===== src/rtl/core_bus_arbiter_if.sv =====
// Naive bus bundle: level-held read/write requests, same-cycle grants,
// read data one cycle after the read grant.
interface core_bus_arbiter_if;
  logic        rd_req;
  logic        rd_gnt;
  logic [31:0] rd_addr;
  logic [31:0] rd_data;
  logic        wr_req;
  logic        wr_gnt;
  logic [31:0] wr_addr;
  logic [31:0] wr_data;
  logic [3:0]  wr_be;

  modport master (
    output rd_req, rd_addr, wr_req, wr_addr, wr_data, wr_be,
    input  rd_gnt, rd_data, wr_gnt
  );

  modport slave (
    input  rd_req, rd_addr, wr_req, wr_addr, wr_data, wr_be,
    output rd_gnt, rd_data, wr_gnt
  );
endinterface


===== src/rtl/core_bus_arbiter.sv =====
// Merges instruction (read-only) and data (read/write) masters onto one slave
// port; combinational request path, registered read-data routing, fetch starvation guard.
module core_bus_arbiter #(
  parameter int unsigned STARVE_LIMIT = 4
) (
  input logic              clk,
  input logic              rst,
  core_bus_arbiter_if.slave  ibus,
  core_bus_arbiter_if.slave  dbus,
  core_bus_arbiter_if.master sbus
);

  localparam logic [3:0] LIMIT = STARVE_LIMIT[3:0];

  if (STARVE_LIMIT < 1 || STARVE_LIMIT > 15) begin : g_bad_limit
    $error("core_bus_arbiter: STARVE_LIMIT must be within 1..15");
  end

  typedef enum logic [1:0] {OWN_NONE, OWN_IR, OWN_DR, OWN_DW} owner_t;
  typedef enum logic       {IDLE, HOLD}                       state_t;
  typedef enum logic [1:0] {RSP_NONE, RSP_I, RSP_D}           rsp_t;

  state_t      state, state_next;
  owner_t      hold_owner, hold_owner_next;
  owner_t      pick, sel;
  logic        hold_live;
  logic        sel_gnt;
  logic        ir, dr, dw;
  logic [3:0]  starve_cnt;
  rsp_t        rsp_owner_p1;
  logic [31:0] i_hold_p1;
  logic [31:0] d_hold_p1;

  // The instruction master never writes; its write side is intentionally ignored.
  logic unused_ibus_wr;
  assign unused_ibus_wr = ^{ibus.wr_req, ibus.wr_addr, ibus.wr_data, ibus.wr_be};

  function automatic logic owner_req(owner_t o, logic r_i, logic r_d, logic w_d);
    case (o)
      OWN_IR:  return r_i;
      OWN_DR:  return r_d;
      OWN_DW:  return w_d;
      default: return 1'b0;
    endcase
  endfunction

  // Saturating counter of consecutive ungranted fetch cycles; a grant clears it.
  function automatic logic [3:0] starve_step(logic [3:0] cnt, logic req, logic gnt);
    if (!req || gnt)
      return 4'd0;
    else if (cnt >= LIMIT)
      return LIMIT;
    else
      return 4'(cnt + 4'd1);
  endfunction

  assign ir = ibus.rd_req;
  assign dr = dbus.rd_req;
  assign dw = dbus.wr_req;

  always_comb begin
    pick = OWN_NONE;
    if (ir && (starve_cnt == LIMIT))
      pick = OWN_IR;
    else if (dw)
      pick = OWN_DW;
    else if (dr)
      pick = OWN_DR;
    else if (ir)
      pick = OWN_IR;
  end

  // A locked owner that has dropped its request releases the lock in the same cycle.
  assign hold_live = (state == HOLD) && owner_req(hold_owner, ir, dr, dw);
  assign sel       = hold_live ? hold_owner : pick;

  always_comb begin
    sel_gnt = 1'b0;
    case (sel)
      OWN_IR, OWN_DR: sel_gnt = sbus.rd_gnt;
      OWN_DW:         sel_gnt = sbus.wr_gnt;
      default:        sel_gnt = 1'b0;
    endcase
  end

  always_comb begin
    state_next      = IDLE;
    hold_owner_next = hold_owner;
    if ((sel != OWN_NONE) && !sel_gnt) begin
      state_next      = HOLD;
      hold_owner_next = sel;
    end
  end

  always_ff @(posedge clk or posedge rst) begin
    if (rst) begin
      state      <= IDLE;
      hold_owner <= OWN_NONE;
      starve_cnt <= 4'd0;
    end else begin
      state      <= state_next;
      hold_owner <= hold_owner_next;
      starve_cnt <= starve_step(starve_cnt, ir, ibus.rd_gnt);
    end
  end

  assign sbus.rd_req  = (sel == OWN_IR) || (sel == OWN_DR);
  assign sbus.rd_addr = (sel == OWN_IR) ? ibus.rd_addr : dbus.rd_addr;
  assign sbus.wr_req  = (sel == OWN_DW);
  assign sbus.wr_addr = dbus.wr_addr;
  assign sbus.wr_data = dbus.wr_data;
  assign sbus.wr_be   = dbus.wr_be;

  assign ibus.rd_gnt = (sel == OWN_IR) && sbus.rd_gnt;
  assign dbus.rd_gnt = (sel == OWN_DR) && sbus.rd_gnt;
  assign dbus.wr_gnt = (sel == OWN_DW) && sbus.wr_gnt;
  assign ibus.wr_gnt = 1'b0;

  // ---- p1: response owner and per-master hold of last delivered read data ----
  always_ff @(posedge clk or posedge rst) begin
    if (rst) begin
      rsp_owner_p1 <= RSP_NONE;
      i_hold_p1    <= 32'd0;
      d_hold_p1    <= 32'd0;
    end else begin
      if (ibus.rd_gnt)
        rsp_owner_p1 <= RSP_I;
      else if (dbus.rd_gnt)
        rsp_owner_p1 <= RSP_D;
      else
        rsp_owner_p1 <= RSP_NONE;
      if (rsp_owner_p1 == RSP_I)
        i_hold_p1 <= sbus.rd_data;
      if (rsp_owner_p1 == RSP_D)
        d_hold_p1 <= sbus.rd_data;
    end
  end

  assign ibus.rd_data = (rsp_owner_p1 == RSP_I) ? sbus.rd_data : i_hold_p1;
  assign dbus.rd_data = (rsp_owner_p1 == RSP_D) ? sbus.rd_data : d_hold_p1;

`ifndef SYNTHESIS
  a_one_req: assert property (@(posedge clk) disable iff (rst)
    !(sbus.rd_req && sbus.wr_req));
  a_one_gnt: assert property (@(posedge clk) disable iff (rst)
    $onehot0({ibus.rd_gnt, dbus.rd_gnt, dbus.wr_gnt}));
  a_cnt_sat: assert property (@(posedge clk) disable iff (rst)
    starve_cnt <= LIMIT);
`endif

endmodule


===== src/flat_wrapper.sv =====
// flat-port wrapper written by rule: the top's interface ports become plain ports
module core_bus_arbiter_flat 
#(
  parameter int unsigned STARVE_LIMIT = 4
)
  (clk, rst, ibus_rd_req, ibus_rd_addr, ibus_wr_req, ibus_wr_addr, ibus_wr_data, ibus_wr_be, ibus_rd_gnt, ibus_rd_data, ibus_wr_gnt, dbus_rd_req, dbus_rd_addr, dbus_wr_req, dbus_wr_addr, dbus_wr_data, dbus_wr_be, dbus_rd_gnt, dbus_rd_data, dbus_wr_gnt, sbus_rd_req, sbus_rd_addr, sbus_wr_req, sbus_wr_addr, sbus_wr_data, sbus_wr_be, sbus_rd_gnt, sbus_rd_data, sbus_wr_gnt);
  core_bus_arbiter_if ibus_i ();
  core_bus_arbiter_if dbus_i ();
  core_bus_arbiter_if sbus_i ();
  input logic clk;
  input logic rst;
  input wire logic [$bits(ibus_i.rd_req)-1:0] ibus_rd_req;
  input wire logic [$bits(ibus_i.rd_addr)-1:0] ibus_rd_addr;
  input wire logic [$bits(ibus_i.wr_req)-1:0] ibus_wr_req;
  input wire logic [$bits(ibus_i.wr_addr)-1:0] ibus_wr_addr;
  input wire logic [$bits(ibus_i.wr_data)-1:0] ibus_wr_data;
  input wire logic [$bits(ibus_i.wr_be)-1:0] ibus_wr_be;
  output wire logic [$bits(ibus_i.rd_gnt)-1:0] ibus_rd_gnt;
  output wire logic [$bits(ibus_i.rd_data)-1:0] ibus_rd_data;
  output wire logic [$bits(ibus_i.wr_gnt)-1:0] ibus_wr_gnt;
  input wire logic [$bits(dbus_i.rd_req)-1:0] dbus_rd_req;
  input wire logic [$bits(dbus_i.rd_addr)-1:0] dbus_rd_addr;
  input wire logic [$bits(dbus_i.wr_req)-1:0] dbus_wr_req;
  input wire logic [$bits(dbus_i.wr_addr)-1:0] dbus_wr_addr;
  input wire logic [$bits(dbus_i.wr_data)-1:0] dbus_wr_data;
  input wire logic [$bits(dbus_i.wr_be)-1:0] dbus_wr_be;
  output wire logic [$bits(dbus_i.rd_gnt)-1:0] dbus_rd_gnt;
  output wire logic [$bits(dbus_i.rd_data)-1:0] dbus_rd_data;
  output wire logic [$bits(dbus_i.wr_gnt)-1:0] dbus_wr_gnt;
  output wire logic [$bits(sbus_i.rd_req)-1:0] sbus_rd_req;
  output wire logic [$bits(sbus_i.rd_addr)-1:0] sbus_rd_addr;
  output wire logic [$bits(sbus_i.wr_req)-1:0] sbus_wr_req;
  output wire logic [$bits(sbus_i.wr_addr)-1:0] sbus_wr_addr;
  output wire logic [$bits(sbus_i.wr_data)-1:0] sbus_wr_data;
  output wire logic [$bits(sbus_i.wr_be)-1:0] sbus_wr_be;
  input wire logic [$bits(sbus_i.rd_gnt)-1:0] sbus_rd_gnt;
  input wire logic [$bits(sbus_i.rd_data)-1:0] sbus_rd_data;
  input wire logic [$bits(sbus_i.wr_gnt)-1:0] sbus_wr_gnt;
  assign ibus_i.rd_req = ibus_rd_req;
  assign ibus_i.rd_addr = ibus_rd_addr;
  assign ibus_i.wr_req = ibus_wr_req;
  assign ibus_i.wr_addr = ibus_wr_addr;
  assign ibus_i.wr_data = ibus_wr_data;
  assign ibus_i.wr_be = ibus_wr_be;
  assign ibus_rd_gnt = ibus_i.rd_gnt;
  assign ibus_rd_data = ibus_i.rd_data;
  assign ibus_wr_gnt = ibus_i.wr_gnt;
  assign dbus_i.rd_req = dbus_rd_req;
  assign dbus_i.rd_addr = dbus_rd_addr;
  assign dbus_i.wr_req = dbus_wr_req;
  assign dbus_i.wr_addr = dbus_wr_addr;
  assign dbus_i.wr_data = dbus_wr_data;
  assign dbus_i.wr_be = dbus_wr_be;
  assign dbus_rd_gnt = dbus_i.rd_gnt;
  assign dbus_rd_data = dbus_i.rd_data;
  assign dbus_wr_gnt = dbus_i.wr_gnt;
  assign sbus_rd_req = sbus_i.rd_req;
  assign sbus_rd_addr = sbus_i.rd_addr;
  assign sbus_wr_req = sbus_i.wr_req;
  assign sbus_wr_addr = sbus_i.wr_addr;
  assign sbus_wr_data = sbus_i.wr_data;
  assign sbus_wr_be = sbus_i.wr_be;
  assign sbus_i.rd_gnt = sbus_rd_gnt;
  assign sbus_i.rd_data = sbus_rd_data;
  assign sbus_i.wr_gnt = sbus_wr_gnt;
  core_bus_arbiter #(.STARVE_LIMIT(STARVE_LIMIT)) u_core (.clk(clk), .rst(rst), .ibus(ibus_i), .dbus(dbus_i), .sbus(sbus_i));
endmodule

===== config.mk =====
export PLATFORM = sky130hd
export DESIGN_NAME = core_bus_arbiter_flat
export DESIGN_NICKNAME = d
export VERILOG_FILES = /design/src/rtl/core_bus_arbiter_if.sv /design/src/rtl/core_bus_arbiter.sv /design/src/flat_wrapper.sv
export SDC_FILE = /design/constraint.sdc
export NUM_CORES = 1
export LEC_CHECK = 0
export ABC_AREA = 1
export BUFFER_PORTS_ARGS = -buffer_cell sky130_fd_sc_hd__buf_2
export CAP_MARGIN = 20
export CORE_AREA = 4 4 156 158
export CTS_BUF_LIST = sky130_fd_sc_hd__clkbuf_8
export CTS_CLUSTER_SIZE = 20
export DETAILED_ROUTE_END_ITERATION = 16
export DIE_AREA = 0 0 160 162
export SLEW_MARGIN = 15
export SYNTH_ARGS = -nofsm -noshare
export SYNTH_HDL_FRONTEND = slang
export SYNTH_SLANG_ARGS = --single-unit

===== constraint.sdc =====
create_clock -name clk -period 6.3 [get_ports clk]
set_clock_uncertainty 0.2 [all_clocks]
set_input_delay 0.315 -clock clk [delete_from_list [all_inputs] [get_ports clk]]
set_output_delay 0.315 -clock clk [all_outputs]
set_load 0.01 [all_outputs]

# ---- After elaboration in Yosys (flattened, before gate mapping)
# Index checks and enable logic that the tools add are counted.
dict set report word_totals {
  in_bits 240
  output_inout_bits 170
  reg_bits 73
  word_cells 44
}
dict set report classes {
  reduce_logical 12
  addsub 1
  n_lt_le_gt_ge 1
  muxes 15
  eq_ne 9
}
# cell count
set op_table {}
lappend op_table {{32-bit 2-to-1 mux} 3}
lappend op_table {{2-bit 2-to-1 mux} 6}
lappend op_table {{2-bit equality test, second input constant} 5}
lappend op_table {{4-bit 2-to-1 mux} 2}
lappend op_table {{2-bit by 1-bit equality test with 1-bit output, second input constant} 3}
lappend op_table {{1-bit logical AND} 6}
lappend op_table {{4-bit by 1-bit adder with 4-bit output, second input constant} 1}
lappend op_table {{4-bit by 3-bit equality test with 1-bit output, second input constant} 1}
lappend op_table {{4-bit by 3-bit >= comparator with 1-bit output, second input constant} 1}
lappend op_table {{1-bit case mux with 3 select lines} 1}
lappend op_table {{1-bit zero test} 2}
lappend op_table {{1-bit logical OR} 2}
lappend op_table {{1-bit 2-to-1 mux} 2}
lappend op_table {{1-bit case mux with 2 select lines} 1}
lappend op_table {{2-bit nonzero test} 1}
lappend op_table {{2-bit OR reduction} 1}

# ---- Depth between registers and ports, before layout
# Gate-level depths: netlist of the first run.
dict set report logic_depth {
  word_depth 11
  mapped_depth 14
  depth_no_buf 14
}

# ---- Least setup slack after synthesis of the first run
# OpenSTA, ideal clock, no wires.
dict set report synth_path {
  path_kind {reg-to-reg}
  startpoint {register u_core.starve_cnt[0]}
  endpoint {register u_core.state}
  slack_ns 4.304
  setup_ns 0.120
  path_stages_with_launch 14
  required_time_ns 5.980
  period_less_slack_ns 1.996
  n_path_buf 0
  arrival_ns 1.676
  path_cell_list {dfrtp_1 inv_1 ha_1 nand4_1 nand2_1 nand2_1 nand2_2 inv_1 ha_1 inv_1 nand2_1 a21o_1 nand2_1 nand2_1}
}
dict set report synth_between {
  elab_chain_len 10
  word_cells_on_any_way 13
  cone_classes {eq/ne (4); mux (4); reduce/logical (5)}
}
# element line
set synth_rtl {}
lappend synth_rtl {{start, declared} core_bus_arbiter.sv:29} ;# logic [3:0] starve_cnt;
lappend synth_rtl {{start signal, assigned} core_bus_arbiter.sv:103} ;# starve_cnt <= starve_step(starve_cnt, ir, ibus.rd_gnt);
lappend synth_rtl {{4-bit by 3-bit equality test with 1-bit output *} core_bus_arbiter.sv:63} ;# if (ir && (starve_cnt == LIMIT))
lappend synth_rtl {{1-bit logical AND *} core_bus_arbiter.sv:63}
lappend synth_rtl {{2-bit 2-to-1 mux *} core_bus_arbiter.sv:63}
lappend synth_rtl {{2-bit 2-to-1 mux *} core_bus_arbiter.sv:75} ;# assign sel = hold_live ? hold_owner : pick;
lappend synth_rtl {{via u_core.sel[0]} core_bus_arbiter.sv:25} ;# owner_t pick, sel;
lappend synth_rtl {{2-bit equality test or 2-bit by 1-bit equality test with 1-bit output (tied branches)} core_bus_arbiter.sv:79} ;# case (sel)
lappend synth_rtl {{2-bit OR reduction} core_bus_arbiter.sv:79}
lappend synth_rtl {{1-bit case mux with 2 select lines} core_bus_arbiter.sv:79}
lappend synth_rtl {{1-bit zero test} core_bus_arbiter.sv:89} ;# if ((sel != OWN_NONE) && !sel_gnt) begin
lappend synth_rtl {{1-bit logical AND *} core_bus_arbiter.sv:89}
lappend synth_rtl {{1-bit 2-to-1 mux *} core_bus_arbiter.sv:89}
lappend synth_rtl {{via u_core.state_next} core_bus_arbiter.sv:23} ;# state_t state, state_next;
lappend synth_rtl {{end signal, assigned} core_bus_arbiter.sv:101} ;# state <= state_next;
lappend synth_rtl {{end, declared} core_bus_arbiter.sv:23}
# The timed path passes the listed nets; every way through them passes the cells marked *.
# A chain may end at the register's enable or synchronous reset.

# ---- Final worst setup path of the first run
dict set report layout_path {
  startpoint {register u_core.starve_cnt[0]}
  endpoint {output port sbus_rd_addr[30]}
}
dict set report layout_between {
  elab_chain_len 6
}
# element line
set layout_rtl {}
lappend layout_rtl {{4-bit by 3-bit equality test with 1-bit output} core_bus_arbiter.sv:63}
lappend layout_rtl {{1-bit logical AND} core_bus_arbiter.sv:63}
lappend layout_rtl {{2-bit 2-to-1 mux} core_bus_arbiter.sv:63}
lappend layout_rtl {{2-bit 2-to-1 mux} core_bus_arbiter.sv:75}
lappend layout_rtl {{via u_core.sel[0]} core_bus_arbiter.sv:25}
lappend layout_rtl {{2-bit by 1-bit equality test with 1-bit output} core_bus_arbiter.sv:108} ;# assign sbus.rd_addr = (sel == OWN_IR) ? ibus.rd_addr : dbus.rd_addr;
lappend layout_rtl {{32-bit 2-to-1 mux} core_bus_arbiter.sv:108}
lappend layout_rtl {{end, declared} flat_wrapper.sv:31} ;# output wire logic [$bits(sbus_i.rd_addr)-1:0] sbus_rd_addr;
# The timed path passes the listed nets, and every way through them passes these cells.

==> impl_metrics.csv, run 1 <==
group,metric,value,unit
status,status,"complete, no violations",
cells_and_area,areaGrowthSynthToFinish,26.00,%
grt,grt_overflow,0,
cells_and_area,multiInputGateArea,1207,µm²
floorplan,rows,56,
clock_tree,cts_resized,0,
floorplan,coreArea,23120,µm²
floorplan,die-height,162,µm
synthesis,synthArstFlopShare,1.000,
clock_tree,clockBufferDepth,2,
drt,vias,3292,
drt,drt-total-wl,10570,µm
sta,finalCriticalPeriod,2.740,ns
floorplan,dieArea,25920,µm²
setup_path,slowest_stage,"dfrtp_1",
pwr,p_leak,2.814,nW
sta,setup_tns,0,ns
grt,grt_usage,0.07969,
clock_tree,cts_buffers,9,
pwr,powerDensity,499.3,nW/µm²
cells_and_area,final_core_utilization,0.2095,
grt,grt_max_degree,74,
sta,clock.fmax,0.3650,GHz
setup_path,cpMostUsedCell,"nand2_1",
sta,tightestPinTransition,0.9432,ns
setup_path,r2r-end,"u_core.state",
setup_path,crit_path_max_fanout,33,
setup_path,r2r_slack,4.22,ns
drt,wl_per_cell,11.67,µm
synthesis,synth_edf_count,0,
clock_tree,cts_sinks,73,
setup_path,required,5.78,ns
clock_tree,post_cts_buffers,0,
floorplan,io_pins,410,
sta,period_share,0.4349,
synthesis,ys.flop_type,"dfrtp_1",
floorplan,start_util,0.1663,
clock_tree,clock-root-buffer,"clkbuf_8",
synthesis,synth_seq_area_share,0.4751,
grt,grt_first_pass_wirelength,16320,µm
setup_path,rr_worst_depth,13,
clock_tree,postCtsHoldBufs,0,
placement,gp_congestion,0.6893,
cells_and_area,seq_area,1827,µm²
setup_path,cp-end-kind,"primary output",
grt,grt_pass1_vias,3146,
drt,viasPerCell,3.638,
clock_tree,clock_latency,0.35,ns
setup_path,path_cells,"inv_1 > ha_1 > nand4_1 > nand2_1 > nand2_1 > nand2_2 > nand2_4 > inv_6 > nand2_1 > nand2_1 > buf_2",
setup_path,cp.arrival,2.22,ns
setup_path,crit_path_start_kind,"flop",
setup_path,startpoint,"u_core.starve_cnt[0]",
pwr,vdd.ir_drop.worst,176.2,µV
sta,finalSetupViolations,0,
sta,report.final.slew_viol_count,0,
placement,io_buffers,203,
setup_path,max_stage_delay,0.39,ns
cells_and_area,drive_gt1_frac,0.3919,
drt,drtIter0Drc,111,
sta,rsz0062_at_grt,"no",
clock_tree,cts_tree,"yes",
setup_path,timing.critical_path.to,"sbus_rd_addr[30]",
synthesis,synth.distinct_cells,22,
drt,drc,0,
synthesis,ys_ff_latch,73,
clock_tree,path_clk_slew,0.08,ns
sta,finalHoldViolCount,0,
cells_and_area,mostFrequentLayoutCell,"buf_2",
floorplan,die_w,160,µm
grt,antenna_found_initial,0,
setup_path,r2r_start,"u_core.starve_cnt[0]",
drt,drtAntennaViolNets,0,
clock_tree,htreeDepth,3,
sta,slew_headroom,0.3712,
cells_and_area,final_cell_mix,"buf_2 (203), nand2_1 (173), dfrtp_1 (73)",
drt,drt_first_pass_iters,4,
synthesis,syn_inst,480,
setup_path,crit_type,"reg2out",
cells_and_area,n_antenna_cell,0,
cells_and_area,fillCellCount,2642,
min_path,hold_class,"in2async",
flow_run,drv_cap,0,
synthesis,syn_area_per_cell,8.010,µm²
synthesis,synthesis.area,3845,µm²
synthesis,ys.warnings.count,0,
placement,place_hpwl,8128,µm
cells_and_area,finalNetCount,855,
==> logic make-up (layout without fill, tap and decap cells) <==
group                    count (synthesis)  after routing  share of synthesized area
AND/OR/NAND/NOR                        198            198                     0.2063
buffers and inverters                  136            270                     0.2125
flip-flops                              73             73                     0.4751
AO/OA/AOI/OAI                           67             67                    0.08884
adder cells (fa/ha/maj)                  5              5                    0.01627
other                                    1              2                  0.0009753
==> metrics by stage <==
stage	setup WS [ns]	cells	total power, mW	hold slack [ns]	cell area [µm²]
CTS	3.489	905	2.483	0.01153	4845
global route	3.325	905	2.655	0.03263	4845
global placement	3.912	888	2.039	0.2712	4614
detailed placement	3.899	889	2.077	0.2756	4642
finish	3.560	905	2.419	0.01427	4845
floorplan	3.932	481	1.587	0.2623	3849
==> layout make-up <==
class / count / area share
clock buffers: 10 / 0.02841
repair buffers: 206 / 0.2185
multi-input cells: 272 / 0.2492
inverters: 48 / 0.03848
well taps: 290 / 0.07490
clock inverters: 6 / 0.01343
flip-flops and latches: 73 / 0.3771
==> cells in the mapped netlist, types with 2 or more instances <==
library cell	n	area, µm²
nand3_1	3	15.01
buf_4	72	540.5
dfrtp_1	73	1827
ha_1	5	62.56
nand2_2	11	68.82
clkbuf_1	13	48.80
nand2_1	174	653.1
or2_2	2	12.51
buf_6	2	22.52
inv_1	47	176.4
nor2_1	4	15.01
o21ai_0	64	320.3
==> sequential cells by signal (all words and copies together), names as in the netlist <==
name                 flops
u_core.d_hold_p1        32
u_core.starve_cnt        4
u_core.rsp_owner_p1      2
u_core.hold_owner        2
u_core.i_hold_p1        32
u_core.state             1
==> per-layer routing <==
layer / vias up / GRT usage / routed length (µm)
met1: 1422 / 0.08526 / 4100
met3: 32 / 0.02690 / 921
met4: 0 / 0.04849 / 442
met2: 180 / 0.1364 / 5102
met5: - / 0 / 0
li1: 1658 / - / -
==> worst max-delay path, delay by kind of cell, from the launching register on <==
kind	cells	cell delay [ns]
fa+ha+maj	1	0.14
simple gates	7	0.80
buf+inv	3	0.52
flops	1	0.39
==> power by group <==
group	internal (mW)	leakage (nW)	switching, mW
combinational	0.470	1.82	0.818
sequential	0.689	0.894	0.0609
clock	0.194	0.103	0.187
==> worst min-delay path by stage <==
stage / from / end / slack [ns] / depth (start not counted)
global placement: u_core.i_hold_p1[29] / u_core.i_hold_p1[29] / 0.27 / 2
global route: sbus_rd_gnt / u_core.rsp_owner_p1[1] / 0.03 / 3
finish: rst / u_core.i_hold_p1[25] / 0.01 / 3
floorplan: sbus_rd_gnt / u_core.rsp_owner_p1[1] / 0.26 / 2
detailed placement: u_core.i_hold_p1[29] / u_core.i_hold_p1[29] / 0.28 / 2
CTS: sbus_rd_data[30] / u_core.i_hold_p1[30] / 0.01 / 3
No activity file was read; power rests on OpenSTA's default activity.
==> inputs of run 2 (changes only) <==
--- a/config.mk
+++ b/config.mk
@@ -5,14 +5,14 @@
 export SDC_FILE = /design/constraint.sdc
 export NUM_CORES = 1
 export LEC_CHECK = 0
-export ABC_AREA = 1
+export ABC_AREA = 0
 export BUFFER_PORTS_ARGS = -buffer_cell sky130_fd_sc_hd__buf_2
 export CAP_MARGIN = 20
-export CORE_AREA = 4 4 156 158
+export CORE_AREA = 4 4 157 159
 export CTS_BUF_LIST = sky130_fd_sc_hd__clkbuf_8
 export CTS_CLUSTER_SIZE = 20
 export DETAILED_ROUTE_END_ITERATION = 16
-export DIE_AREA = 0 0 160 162
+export DIE_AREA = 0 0 161 163
 export SLEW_MARGIN = 15
 export SYNTH_ARGS = -nofsm -noshare
 export SYNTH_HDL_FRONTEND = slang
==> constraint.sdc (replaced) <==
create_clock -name clk -period 2.82 [get_ports clk]
set_clock_uncertainty 0.2 [all_clocks]
set_input_delay 0.141 -clock clk [delete_from_list [all_inputs] [get_ports clk]]
set_output_delay 0.141 -clock clk [all_outputs]
set_load 0.01 [all_outputs]
==> run 2 against run 1 <==
  * Worst setup slack worse by 3.4 ns
  * Power up 89%
  * Cell area up 12%
==> impl_metrics.csv, run 2 <==
group,metric,value,unit
status,status,"complete, no violations",
sta,clock.fmax,0.3764,GHz
cells_and_area,final_area,5414,µm²
cells_and_area,final_cell_mix,"buf_2 (203), dfrtp_1 (73), mux2_2 (65)",
floorplan,rows,56,
clock_tree,cts_tree,"yes",
grt,use_met3,0.02784,
sta,finalHoldViolCount,0,
setup_path,crit_path_start_kind,"flop",
synthesis,synth_seq_area_share,0.4609,
sta,finalCriticalPeriod,2.657,ns
clock_tree,htreeDepth,3,
pwr,powerDensity,843.8,nW/µm²
placement,io_buffers,203,
synthesis,synth.most_common_cell,"dfrtp_1",
sta,report.final.slew_viol_count,0,
floorplan,die_w,161,µm
grt,grt_overflow,0,
floorplan,io_pins,410,
floorplan,start_util,0.1704,
synthesis,synthesis.area,3964,µm²
clock_tree,cts_buffers,9,
pwr,vdd.ir_drop.worst,337.3,µV
drt,drtAntennaViolNets,0,
grt,top_usage_layer,"met2",
synthesis,synthArstFlopShare,1.000,
synthesis,ys.warnings.count,0,
drt,drt_first_pass_iters,4,
grt,grt_first_pass_wirelength,16060,µm
grt,grt_usage,0.07744,
setup_path,cp.arrival,2.32,ns
synthesis,syn_inst,302,
clock_tree,clock_latency,0.35,ns
cells_and_area,areaGrowthSynthToFinish,36.58,%
synthesis,ys.flop_type,"dfrtp_1",
synthesis,synth_top_area_share,0.4609,
grt,grt_max_degree,39,
synthesis,synth_top_area_cell,"dfrtp_1",
drt,wl_per_cell,13.54,µm
clock_tree,clock-root-buffer,"clkbuf_8",
clock_tree,path_clk_slew,0.08,ns
sta,slew_headroom,0.5365,
grt,grt_use_met1,0.09809,
setup_path,crit_path_max_fanout,33,
cells_and_area,largestRegisters,"u_core.d_hold_p1 x32, u_core.i_hold_p1 x32, u_core.starve_cnt x4",
cells_and_area,instances_no_fill,802,
synthesis,ys_ff_latch,73,
drt,drt-total-wl,10860,µm
pwr,p_leak,2.683,nW
synthesis,syn_area_per_cell,13.13,µm²
synthesis,synth_commonest_cells,"dfrtp_1 (73), buf_4 (69), mux2_2 (65), mux2_4 (30), inv_1 (8)",
cells_and_area,mostFrequentLayoutCell,"buf_2",
setup_path,cp-end-kind,"primary output",
clock_tree,cts_sinks,73,
placement,postPlaceCellArea,4873,µm²
drt,vias,2813,
synthesis,synth_area_leaders,"dfrtp_1 (46%), mux2_2 (18%), buf_4 (13%), mux2_4 (11%), ha_1 (1.6%)",
clock_tree,clockBufferDepth,2,
sta,finalSetupViolations,0,
placement,dpl.cell_count,750,
floorplan,coreArea,23260,µm²
min_path,hold_class,"in2reg",
sta,rsz0062_at_grt,"no",
synthesis,synth_edf_count,0,
grt,grt_pass1_vias,2898,
cells_and_area,drive_gt1_frac,0.6749,
drt,viasPerCell,3.507,
drt,drc,0,
flow_run,drv_cap,0,
floorplan,die-height,163,µm
grt,grtUsageMet2,0.1172,
cells_and_area,finalNetCount,723,
floorplan,dieArea,26240,µm²
pwr,finalPower,4.568,mW
synthesis,synth.distinct_cells,35,
setup_path,crit_type,"reg2out",
cells_and_area,fillCellCount,2512,
sta,period_share,0.9420,
cells_and_area,n_antenna_cell,0,
drt,drtIter0Drc,80,
grt,antenna_found_initial,0,
setup_path,required,2.48,ns
placement,place_hpwl,8161,µm
sta,setup_tns,0,ns
sta,tightestPinTransition,0.6953,ns
placement,gp_congestion,0.6803,
run 2: changes by cell type after synthesis, moves of 4 or more:
cell / delta
buf_2: +4
clkbuf_1: -11
inv_1: -39
mux2_2: +65
mux2_4: +30
nand2_1: -170
nand2_2: -11
o21ai_0: -63
run 2: report_power, final:
part | total [mW] | leakage (nW) | switching (mW) | internal [mW]
logic | 2.17 | 1.72 | 1.07 | 1.10
registers | 1.67 | 0.869 | 0.141 | 1.53
clock network | 0.727 | 0.0991 | 0.370 | 0.357
total | 4.57 | 2.68 | 1.58 | 2.99
run 2: cell type report:
cell class	count	area (µm²)	area share
Timing Repair Buffer	245	1446	0.2672
Inverter	8	31.28	0.005778
Clock buffer	11	151.4	0.02796
Clock inverter	5	23.77	0.004391
Tap cell	319	399.1	0.07372
Sequential cell	73	1827	0.3374
Multi-Input combinational cell	141	1535	0.2836
run 2: kinds of logic (layout without fill, tap and decap cells):
logic type / Yosys count / in the layout / synth area share
multiplexers: 97 / 97 / 0.3040
other: 1 / 2 / 0.0009461
AND/OR/NAND/NOR: 25 / 25 / 0.03693
AO/OA/AOI/OAI: 12 / 12 / 0.02494
buffers and inverters: 89 / 269 / 0.1566
flip-flops: 73 / 73 / 0.4609
adder cells (fa/ha/maj): 5 / 5 / 0.01578
run 2: worst max-delay path: stages, from the launching register on:
cell and delay (ns):
dfrtp_1 0.35, inv_1 0.06, ha_1 0.20, nand3b_1 0.09
a32oi_2 0.08, o21ai_4 0.13, buf_4 0.48, mux2_2 0.40
buf_2 0.14
run 2: layer usage:
layer  part of all wire  wire length [µm]
met5                  0                 0
met2               0.48              5198
met4              0.026               279
met3              0.079               863
met1               0.42              4520
run 2: worst paths after layout:
kind | cells after the start | startpoint | slack, ns | endpoint
min | 4 | dbus_wr_req | 0.03 | u_core.hold_owner[0]
max reg2reg | 11 | u_core.starve_cnt[0] | 0.21 | u_core.hold_owner[0]
max in group asynchronous | 4 | rst | 1.56 | u_core.d_hold_p1[20]
min reg2reg | 1 | u_core.d_hold_p1[20] | 0.29 | u_core.d_hold_p1[20]
min in group asynchronous | 3 | rst | 0.22 | u_core.d_hold_p1[1]
max | 8 | u_core.starve_cnt[0] | 0.16 | sbus_rd_addr[30]
run 2: what timing repair did:
item,in CTS,in global routing
gates resized for setup,0,1
endpoints found under the setup margin,0,2
hold buffers,36,0
buffers inserted,0,0
endpoints found under the hold margin,105,0
run 2: stage by stage:
stage / utilization / setup slack [ns] / hold WS [ns]
2_1_floorplan: - / 0.2475 / 0.1494
3_3_place_gp: 0.2095 / 0.1537 / 0.07155
3_5_place_dp: 0.2095 / 0.1187 / 0.07287
4_1_cts: 0.2325 / 0.06913 / 0.02160
5_1_grt: 0.2327 / 0.02959 / 0.04435
6_report: 0.2327 / 0.1635 / 0.03137
==> inputs of run 3 (changes only) <==
==> constraint.sdc (replaced) <==
create_clock -name clk -period 2.7 [get_ports clk]
set_clock_uncertainty 0.2 [all_clocks]
set_input_delay 0.135 -clock clk [delete_from_list [all_inputs] [get_ports clk]]
set_output_delay 0.135 -clock clk [all_outputs]
set_load 0.01 [all_outputs]
==> run 3 against run 2 <==
  * Count of clock-buffer cells in the layout decreased by 1
  * Hold slack improved by 0.039 ns
  * Global-route usage decreased by 0.10 points
  * Non-clock buffer count increased by 2
  * Cell count increased by 0.25%
  * Die area unchanged
  * Critical endpoint is now sbus_rd_addr[12]
  * Highest routed layer unchanged
==> impl_metrics.csv, run 3 (same netlist as run 2, synthesis figures left out) <==
group,metric,value,unit
min_path,hold_path_depth,0,
placement,postPlaceCellArea,4888,µm²
sta,finalCriticalPeriod,2.545,ns
cells_and_area,multiInputGateArea,1535,µm²
setup_path,cp-end-kind,"primary output",
cells_and_area,n_antenna_cell,0,
sta,hold_slack,0.07000,ns
setup_path,r2r-end,"u_core.hold_owner[0]",
pwr,powerDensity,905.4,nW/µm²
clock_tree,clock-root-buffer,"clkbuf_8",
cells_and_area,finalNetCount,725,
cells_and_area,seq_area,1827,µm²
clock_tree,post_cts_buffers,0,
sta,rsz0062_at_grt,"no",
placement,gp_congestion,0.6946,
clock_tree,clockBufferDepth,2,
drt,vias,2852,
sta,setup_tns,0,ns
setup_path,r2r_slack,0.16,ns
sta,period_share,0.9425,
setup_path,required,2.37,ns
placement,io_buffers,203,
grt,grt_pass1_vias,2911,
cells_and_area,drive_gt1_frac,0.6804,
sta,tightestPinTransition,0.6702,ns
setup_path,crit_type,"reg2out",
sta,clock.fmax,0.3930,GHz
pwr,vdd.ir_drop.worst,371.4,µV
clock_tree,clock_latency,0.35,ns
sta,finalSetupViolations,0,
floorplan,die-height,163,µm
drt,drt-total-wl,10760,µm
floorplan,rows,56,
setup_path,rr_worst_depth,10,
floorplan,start_util,0.1704,
min_path,hold_end,"sbus_wr_addr[12]",
grt,grt_usage,0.07640,
cells_and_area,mostFrequentLayoutCell,"buf_2",
min_path,hold_class,"in2out",
sta,final.setup.worst_slack,0.1552,ns
cells_and_area,final_area,5478,µm²
grt,grt_first_pass_wirelength,15950,µm
sta,finalHoldViolCount,0,
placement,dpl.cell_count,752,
drt,drtAntennaViolNets,0,
status,status,"complete, no violations",
sta,slew_headroom,0.5532,
min_path,min_from,"dbus_wr_addr[12]",
grt,grt_max_degree,40,
setup_path,crit_path_start_kind,"flop",
sta,report.final.slew_viol_count,0,
clock_tree,cts_tree,"yes",
placement,place_hpwl,8201,µm
grt,antenna_found_initial,0,
cells_and_area,fillCellCount,2495,
setup_path,cp.arrival,2.21,ns
floorplan,dieArea,26240,µm²
drt,drc,0,
cells_and_area,largestRegisters,"u_core.d_hold_p1 x32, u_core.i_hold_p1 x32, u_core.starve_cnt x4",
clock_tree,cts_sinks,73,
grt,grt_overflow,0,
cells_and_area,areaGrowthSynthToFinish,38.19,%
cells_and_area,final_cell_mix,"buf_2 (203), dfrtp_1 (73), mux2_2 (65)",
clock_tree,htreeDepth,3,
clock_tree,cts_buffers,9,
cells_and_area,instances_no_fill,804,
cells_and_area,final_core_utilization,0.2355,
setup_path,crit_path_max_fanout,33,
pwr,p_leak,2.714,nW
drt,drtIter0Drc,61,
floorplan,die_w,161,µm
setup_path,r2r_start,"u_core.hold_owner[0]",
drt,viasPerCell,3.547,
drt,drt_first_pass_iters,4,
pwr,finalPower,4.959,mW
flow_run,drv_cap,0,
drt,wl_per_cell,13.38,µm
clock_tree,path_clk_slew,0.07,ns
floorplan,io_pins,410,
floorplan,coreArea,23260,µm²
placement,place_worst_setup_slack,0.1488,ns
[run 3: cell types whose count changed in the layout (fill, tap and decap cells not counted)]
cell and change:
bufinv_16 +2, inv_1 -2, buf_4 +1, buf_6 +1, clkbuf_8 -1, clkinv_2 +1
clkinv_4 +1, clkinvlp_4 -1
[run 3: repair_timing]
item,CTS,global route
setup endpoints to repair,0,34
hold buffers,36,0
hold endpoints to repair,102,0
gates resized for setup,0,2
[run 3: worst max path at each step]
| stage | slack, ns | endpoint | startpoint | cells past startpoint |
|---|---|---|---|---|
| 3_5_place_dp | 0.15 | u_core.hold_owner[0] | u_core.starve_cnt[0] | 11 |
| 4_1_cts | 0.0003 | sbus_rd_addr[30] | u_core.starve_cnt[0] | 8 |
| 6_report | 0.16 | sbus_rd_addr[12] | u_core.hold_owner[0] | 6 |
| 2_1_floorplan | 0.13 | u_core.hold_owner[0] | u_core.hold_owner[0] | 9 |
| 3_3_place_gp | 0.15 | u_core.hold_owner[0] | u_core.starve_cnt[0] | 11 |
| 5_1_grt | 0.01 | sbus_rd_addr[30] | u_core.starve_cnt[0] | 8 |
[run 3: final cells by class]
type	instances	share of cell area
timing repair buffer	247	0.2675
multi-input combinational	141	0.2803
clock inverter	6	0.01508
sequential	73	0.3335
clock buffer	10	0.02513
tap	319	0.07286
inverter	8	0.005710
[run 3: worst max-delay path, cell delays in order (launching register included)]
cell     delay (ns)
dfrtp_1        0.44
mux2_4         0.33
a32oi_2        0.28
o21ai_4        0.07
buf_6          0.22
mux2_4         0.35
buf_2          0.15
[run 3: per-layer routing]
layer	wire length, µm	vias to the layer above	global-route usage
li1	-	1314	-
met1	4649	1392	0.09895
met2	5035	116	0.1122
met3	804	30	0.02860
met4	268	0	0.03684
met5	0	-	0
[run 3: power by group]
group | switching (mW) | internal, mW | leakage (nW)
Combinational | 1.12 | 1.16 | 1.73
Sequential | 0.142 | 1.60 | 0.869
Clock | 0.403 | 0.541 | 0.117
Total | 1.66 | 3.30 | 2.71
